`config.mk`:
```
export PLATFORM = sky130hd
export DESIGN_NAME = lvda_phase_sequencer
export DESIGN_NICKNAME = d
export VERILOG_FILES = /design/src/rtl/lvda_timing_pkg.sv /design/src/rtl/lvda_phase_counter.sv /design/src/rtl/lvda_phase_sequencer.sv
export SDC_FILE = /design/constraint.sdc
export NUM_CORES = 1
export LEC_CHECK = 0
export ABC_AREA = 1
export ABC_CLOCK_PERIOD_IN_PS = 2900
export CORE_UTILIZATION = 35
export DETAILED_ROUTE_END_ITERATION = 16
export GPL_TIMING_DRIVEN = 0
export SYNTH_ARGS = -nofsm -noshare
export SYNTH_HDL_FRONTEND = slang
export SYNTH_SLANG_ARGS = --single-unit
```
`constraint.sdc`:
```
create_clock -name SIM_CLK -period 2.9 [get_ports SIM_CLK]
set_clock_uncertainty 0.05 [all_clocks]
set_input_delay 0.58 -clock SIM_CLK [delete_from_list [all_inputs] [get_ports SIM_CLK]]
set_output_delay 0.58 -clock SIM_CLK [all_outputs]
set_load 0.01 [all_outputs]
```
`src/rtl/lvda_timing_pkg.sv`:
```
`default_nettype none
// ============================================================================
//  Module  : lvda_timing_pkg
//  Purpose : Shared types and phase constants for the LVDA timing-chain
//            sequencer. A frame is 4 slots (W,X,Y,Z) x 4 sub-phases, giving
//            phase index p = slot*4 + (sub-1), p = 0..15.
//  Ports   : none (package)
//  Rev     : 1.0  initial release
// ============================================================================
package lvda_timing_pkg;

    // Slot ordering inside a frame; the slot is the upper two bits of p.
    typedef enum logic [1:0] {
        SLOT_W = 2'd0,
        SLOT_X = 2'd1,
        SLOT_Y = 2'd2,
        SLOT_Z = 2'd3
    } slot_e;

    localparam int PHASES_PER_FRAME = 16;

    // Phase indices at which the set strobes fire.
    localparam logic [3:0] P_FRAME = 4'd0;
    localparam logic [3:0] P_W3    = 4'd2;
    localparam logic [3:0] P_X3    = 4'd6;
    localparam logic [3:0] P_Y3    = 4'd10;
    localparam logic [3:0] P_Z1    = 4'd12;
    localparam logic [3:0] P_LAST  = 4'(PHASES_PER_FRAME - 1);

    // Sequencer FSM states.
    typedef enum logic [1:0] {
        ST_HALT = 2'd0,
        ST_RUN  = 2'd1,
        ST_STEP = 2'd2
    } seq_state_e;

endpackage
`default_nettype wire

```
`src/rtl/lvda_phase_counter.sv`:
```
`default_nettype none
// ============================================================================
//  Module  : lvda_phase_counter
//  Purpose : Sub-phase tick counter and 16-step phase counter for one LVDA
//            frame. Tick counts 0..SUB_TICKS-1; phase advances when tick
//            wraps. Clear has priority over enable and forces both to zero.
//  Ports   : clk          in   clock
//            rst          in   synchronous reset, active-high
//            i_en         in   advance counters this cycle
//            i_clr        in   force tick/phase to zero
//            o_phase      out  current phase index p (0..15)
//            o_tick_zero  out  tick == 0 (first clock of the sub-phase)
//            o_frame_end  out  last tick of phase 15
//  Rev     : 1.0  initial release
// ============================================================================
module lvda_phase_counter
    import lvda_timing_pkg::*;
#(
    parameter int SUB_TICKS = 1
) (
    input  logic       clk,
    input  logic       rst,
    input  logic       i_en,
    input  logic       i_clr,
    output logic [3:0] o_phase,
    output logic       o_tick_zero,
    output logic       o_frame_end
);

    // A one-tick sub-phase still needs a 1-bit counter to keep widths legal.
    localparam int c_TICK_W = (SUB_TICKS > 1) ? $clog2(SUB_TICKS) : 1;
    localparam logic [c_TICK_W-1:0] c_TICK_LAST = c_TICK_W'(SUB_TICKS - 1);

    logic [c_TICK_W-1:0] r_tick_q;
    logic [c_TICK_W-1:0] w_tick_d;
    logic [3:0]          r_phase_q;
    logic [3:0]          w_phase_d;
    logic                w_tick_wrap;

    assign w_tick_wrap = (r_tick_q == c_TICK_LAST);

    always_comb begin
        w_tick_d  = r_tick_q;
        w_phase_d = r_phase_q;
        if (i_clr) begin
            w_tick_d  = '0;
            w_phase_d = '0;
        end else if (i_en) begin
            if (w_tick_wrap) begin
                w_tick_d  = '0;
                // Natural 4-bit wrap returns phase 15 to phase 0.
                w_phase_d = r_phase_q + 4'd1;
            end else begin
                w_tick_d  = r_tick_q + c_TICK_W'(1);
            end
        end
    end

    always_ff @(posedge clk) begin
        if (rst) begin
            r_tick_q  <= '0;
            r_phase_q <= '0;
        end else begin
            r_tick_q  <= w_tick_d;
            r_phase_q <= w_phase_d;
        end
    end

    assign o_phase     = r_phase_q;
    assign o_tick_zero = (r_tick_q == '0);
    assign o_frame_end = (r_phase_q == P_LAST) && w_tick_wrap;

endmodule
`default_nettype wire

```
`src/rtl/lvda_phase_sequencer.sv`:
```
`default_nettype none
// ============================================================================
//  Module  : lvda_phase_sequencer
//  Purpose : Generates the W3/X3/Y3/Z1 set strobes and V1/V4 hold levels for
//            the LVDA timing latches. Runs frames continuously while RUN is
//            high, or exactly one frame per STEP rising edge while halted.
//            Halting only ever happens at a frame boundary.
//  Ports   : SIM_CLK      in   sole clock
//            SIM_RST      in   synchronous reset, active-high
//            RUN          in   level, free-run frames while high
//            STEP         in   rising edge while halted runs one frame
//            W3,X3,Y3     out  slot sub-phase 3 set strobes (1 clk)
//            Z1           out  Z slot sub-phase 1 set strobe (1 clk)
//            V1           out  hold level, low during X3/Y3/Z1
//            V4           out  hold level, low during W3/X3/Y3/Z1
//            FRAME_START  out  1-clk pulse on first tick of each frame
//            HALTED       out  high while halted
//            FRAME_CNT    out  completed-frame count, wraps
//  Rev     : 1.0  initial release
// ============================================================================
module lvda_phase_sequencer
    import lvda_timing_pkg::*;
#(
    parameter int SUB_TICKS   = 1,
    parameter int FRAME_CNT_W = 8
) (
    input  logic                   SIM_CLK,
    input  logic                   SIM_RST,
    input  logic                   RUN,
    input  logic                   STEP,
    output logic                   W3,
    output logic                   X3,
    output logic                   Y3,
    output logic                   Z1,
    output logic                   V1,
    output logic                   V4,
    output logic                   FRAME_START,
    output logic                   HALTED,
    output logic [FRAME_CNT_W-1:0] FRAME_CNT
);

    seq_state_e             r_state_q;
    seq_state_e             w_state_d;
    logic                   r_step_q;
    logic                   w_step_d;
    logic [FRAME_CNT_W-1:0] r_frame_cnt_q;
    logic [FRAME_CNT_W-1:0] w_frame_cnt_d;

    logic       w_active;
    logic       w_step_rise;
    logic [3:0] w_phase;
    logic       w_tick_zero;
    logic       w_frame_end;
    logic       w_strobe_ok;

    assign w_active    = (r_state_q != ST_HALT);
    assign w_step_rise = STEP & ~r_step_q;

    // Counters are held cleared while halted so every frame starts at p=0.
    lvda_phase_counter #(
        .SUB_TICKS (SUB_TICKS)
    ) u_phase_counter (
        .clk         (SIM_CLK),
        .rst         (SIM_RST),
        .i_en        (w_active),
        .i_clr       (~w_active),
        .o_phase     (w_phase),
        .o_tick_zero (w_tick_zero),
        .o_frame_end (w_frame_end)
    );

    always_comb begin
        w_state_d     = r_state_q;
        w_frame_cnt_d = r_frame_cnt_q;
        // The edge register follows STEP in every state, so an edge that
        // arrives mid-frame is consumed and never replayed after halting.
        w_step_d      = STEP;
        case (r_state_q)
            ST_HALT: begin
                if (RUN) begin
                    w_state_d = ST_RUN;
                end else if (w_step_rise) begin
                    w_state_d = ST_STEP;
                end
            end
            ST_RUN, ST_STEP: begin
                if (w_frame_end) begin
                    w_frame_cnt_d = r_frame_cnt_q + 1'b1;
                    w_state_d     = RUN ? ST_RUN : ST_HALT;
                end
            end
            default: begin
                w_state_d = ST_HALT;
            end
        endcase
    end

    always_ff @(posedge SIM_CLK) begin
        if (SIM_RST) begin
            r_state_q     <= ST_HALT;
            r_step_q      <= 1'b0;
            r_frame_cnt_q <= '0;
        end else begin
            r_state_q     <= w_state_d;
            r_step_q      <= w_step_d;
            r_frame_cnt_q <= w_frame_cnt_d;
        end
    end

    // Strobes are a direct decode of registered state, phase and tick.
    assign w_strobe_ok = w_active & w_tick_zero;
    assign FRAME_START = w_strobe_ok & (w_phase == P_FRAME);
    assign W3          = w_strobe_ok & (w_phase == P_W3);
    assign X3          = w_strobe_ok & (w_phase == P_X3);
    assign Y3          = w_strobe_ok & (w_phase == P_Y3);
    assign Z1          = w_strobe_ok & (w_phase == P_Z1);
    assign V4          = ~(W3 | X3 | Y3 | Z1);
    assign V1          = ~(X3 | Y3 | Z1);
    assign HALTED      = (r_state_q == ST_HALT);
    assign FRAME_CNT   = r_frame_cnt_q;

endmodule
`default_nettype wire

```
==> results by group <==
Status
  • Status: complete, no violations

Place
  • # port buffers: 18
  • Detail Placement HPWL: 1290 µm
  • Placer congestion estimate: 0.773

Floorplanning
  • I/O Pins: 20
  • Die Span X: ~50 µm
  • Die area: roughly 2600 µm²
  • Initial Util: 0.373
  • # rows: 17
  • Core area: 2230 µm²
  • Chip height: 50.8 µm

STA
  • RSZ-0062 raised after global routing: false
  • Final Max Tran Viols: 0
  • Final setup TNS: 0 ps
  • Tcrit/Tclk final: 0.901
  • Fin. Hold Viols: 0
  • Final min period: around 2600 ps
  • Endpoints failing setup: 0
  • Maximum clock rate: 383 MHz

Synthesis
  • Top-count cell post-synth: nand2_1
  • Top post-synthesis cells by count: nand2_1 (22), inv_1 (20), dfxtp_1 (16), nor2_1 (15), a21oi_1 (11)
  • Yosys warns: 0
  • Synth Flop Type: dfxtp_1
  • Yosys reg bits: 16
  • Post-Syn Area per Cell: 6.94 µm²
  • Post-synthesis sequential area ratio: 0.384
  • Synth area leaders: dfxtp_1 (38%), nand2_1 (9.9%), ha_1 (9.0%)
  • Post-synth EDFFs: 0
  • Asr flop ratio synth: 0
  • Post-synth cell types: 16
  • Syn Nets: 130
  • Post-synth top area share: 0.384
  • Biggest area consumer among synthesized cells: dfxtp_1
  • Mapped Cells: 120
  • Cell Area, Synth: between 800 and 900 µm²

Global route
  • Initial antenna violation count: 0
  • First-pass GRT wire length: 2900 µm
  • Grt ovf: 0
  • Number of global-route vias before repair: 730
  • GRT Util Overall: 0.147
  • Pin count of the biggest net entering global routing: 11

Power and ir drop
  • Total Power: just over 500 µW
  • Peak VDD IR: 0.000250 V
  • Pwr/cell area: 464 nW/µm²
  • Leak pwr: 0.469 nW

Clock tree
  • Cts hold-fix bufs: 0
  • CTS Buffer Depth: 2
  • Skew-Pair Late Insertion Delay: between 200 and 300 ps
  • H-tree depth: 1
  • Clock root cell: clkbuf_4
  • Reg clk slew, reported paths: 100 ps
  • Post_cts resized: 0
  • Total CTS buffers: 3
  • Clk sink count: 16
  • CTS tree: built
  • Post-CTS Setup Bufs: 0

Detailed routing
  • Drt drc: 0
  • Total number of vias: about 800
  • Final wirelength: roughly 1600 µm
  • Via density: 4.66
  • Initial DRC count: 4
  • Wire length per cell: 9.51 µm
  • Antenna Nets Post-Route: 0
  • 1st-pass router iterations: 3

Critical path
  • Slowest stage cell, crit path: clkdlybuf4s50_1
  • Critical Path AT: 1980 ps
  • Cell Chain, Critical Path: inv_1 > ha_1 > inv_1 > nand3_1 > nor3_1 > clkdlybuf4s50_1
  • Worst path top cell family by delay: buffers and inverters
  • Worst EP required: 2270 ps
  • Worst-path maximum fanout: 4
  • Worst stage delay on the critical path: slightly below 600 ps
  • Most used cell, CP: inv_1
  • Kind of start point of the critical path: flop
  • Kind of critical path: flop to output port
  • Buf/Inv on CP: 3
  • Kind of end point of the critical path: output port

Final layout
  • Fill cells: 243
  • Area Growth Syn to Fin: 30.2%
  • Share of post-route cells with drive strength above 1: 0.0423
  • Antenna cells: 0
  • Nets@finish: 153

Job
  • Max-cap violations: 0

Hold path
  • Hold Crit Class: flop to flop
-- placed cells by master, fill, tap and decap left out, drive strengths merged, types with 5 or more instances in the layout --
master         synthesis  routed
nor2                  15      15
clkbuf                 1       5
o21ai                  8       8
inv                   20      20
nand2                 23      23
ha                     6       6
clkdlybuf4s50          0      18
dfxtp                 16      16
nand3                  9       9
a21oi                 11      11
nor3                   7       7
-- worst paths after layout --
kind	startpoint	end	slack (ps)	depth (start not counted)
setup reg to reg	r_state_q[0]	FRAME_CNT[7]	1270	8
setup / recovery	r_state_q[0]	Y3	290	6
hold reg to reg	FRAME_CNT[4]	FRAME_CNT[4]	420	2
hold / removal	FRAME_CNT[4]	FRAME_CNT[4]	420	2
-- metal layers --
| layer | GRT usage | share of wire | up-vias |
|---|---|---|---|
| li1 | - | - | 426 |
| met1 | 0.174 | 0.49 | 349 |
| met2 | 0.258 | 0.47 | 15 |
| met3 | 0.0303 | 0.033 | 2 |
| met4 | 0.0556 | 0.0056 | 0 |
| met5 | 0 | 0 | - |
-- through the flow --
stage	instance area [µm²]	setup WS, ps	utilization	hold slack, ps	instances
final	1080	287	0.486	415	170
after global routing	1080	79.3	0.486	448	170
after CTS	1080	270	0.486	419	170
after detailed placement	1050	594	0.469	400	166
after global placement	1050	619	0.469	393	166
after floorplan	833	950	-	398	120
-- registers in the layout, indices dropped and copies added, names as in the netlist --
name,cells
u_phase_counter.r_tick_q,1
FRAME_CNT,8
r_step_q,1
r_state_q,2
u_phase_counter.o_phase,4
-- worst min-delay path, stage by stage (launching register included) --
cell     delay (ps)
dfxtp_1         330
inv_1            50
a21oi_1          50
-- kinds of logic after synthesis --
group                      Yosys count  synth area share
other                                1           0.00450
and+or+nand+nor                     55             0.291
buffers and inverters               21            0.0946
xor gates and xnor gates             2            0.0210
DFF                                 16             0.384
AOI/OAI and AO/OA                   19             0.114
adders and majority gates            6            0.0901
-- final cells by class --
cell class	instances	area (µm²)	area share
buffer	1	3.75	0.00346
clock buffer	4	36.3	0.0334
inverter	20	75.1	0.0692
multi-input combinational	83	434	0.400
sequential	16	320	0.295
tap	28	35.0	0.0323
timing repair buffer	18	180	0.166
-- power breakdown --
group          switching [mW]  leakage (nW)  internal, mW  total, mW
registers             0.00914         0.130         0.231      0.241
clock network          0.0683        0.0210        0.0763      0.145
logic                  0.0696         0.318        0.0490      0.119
(Power assumes the default switching activity.)
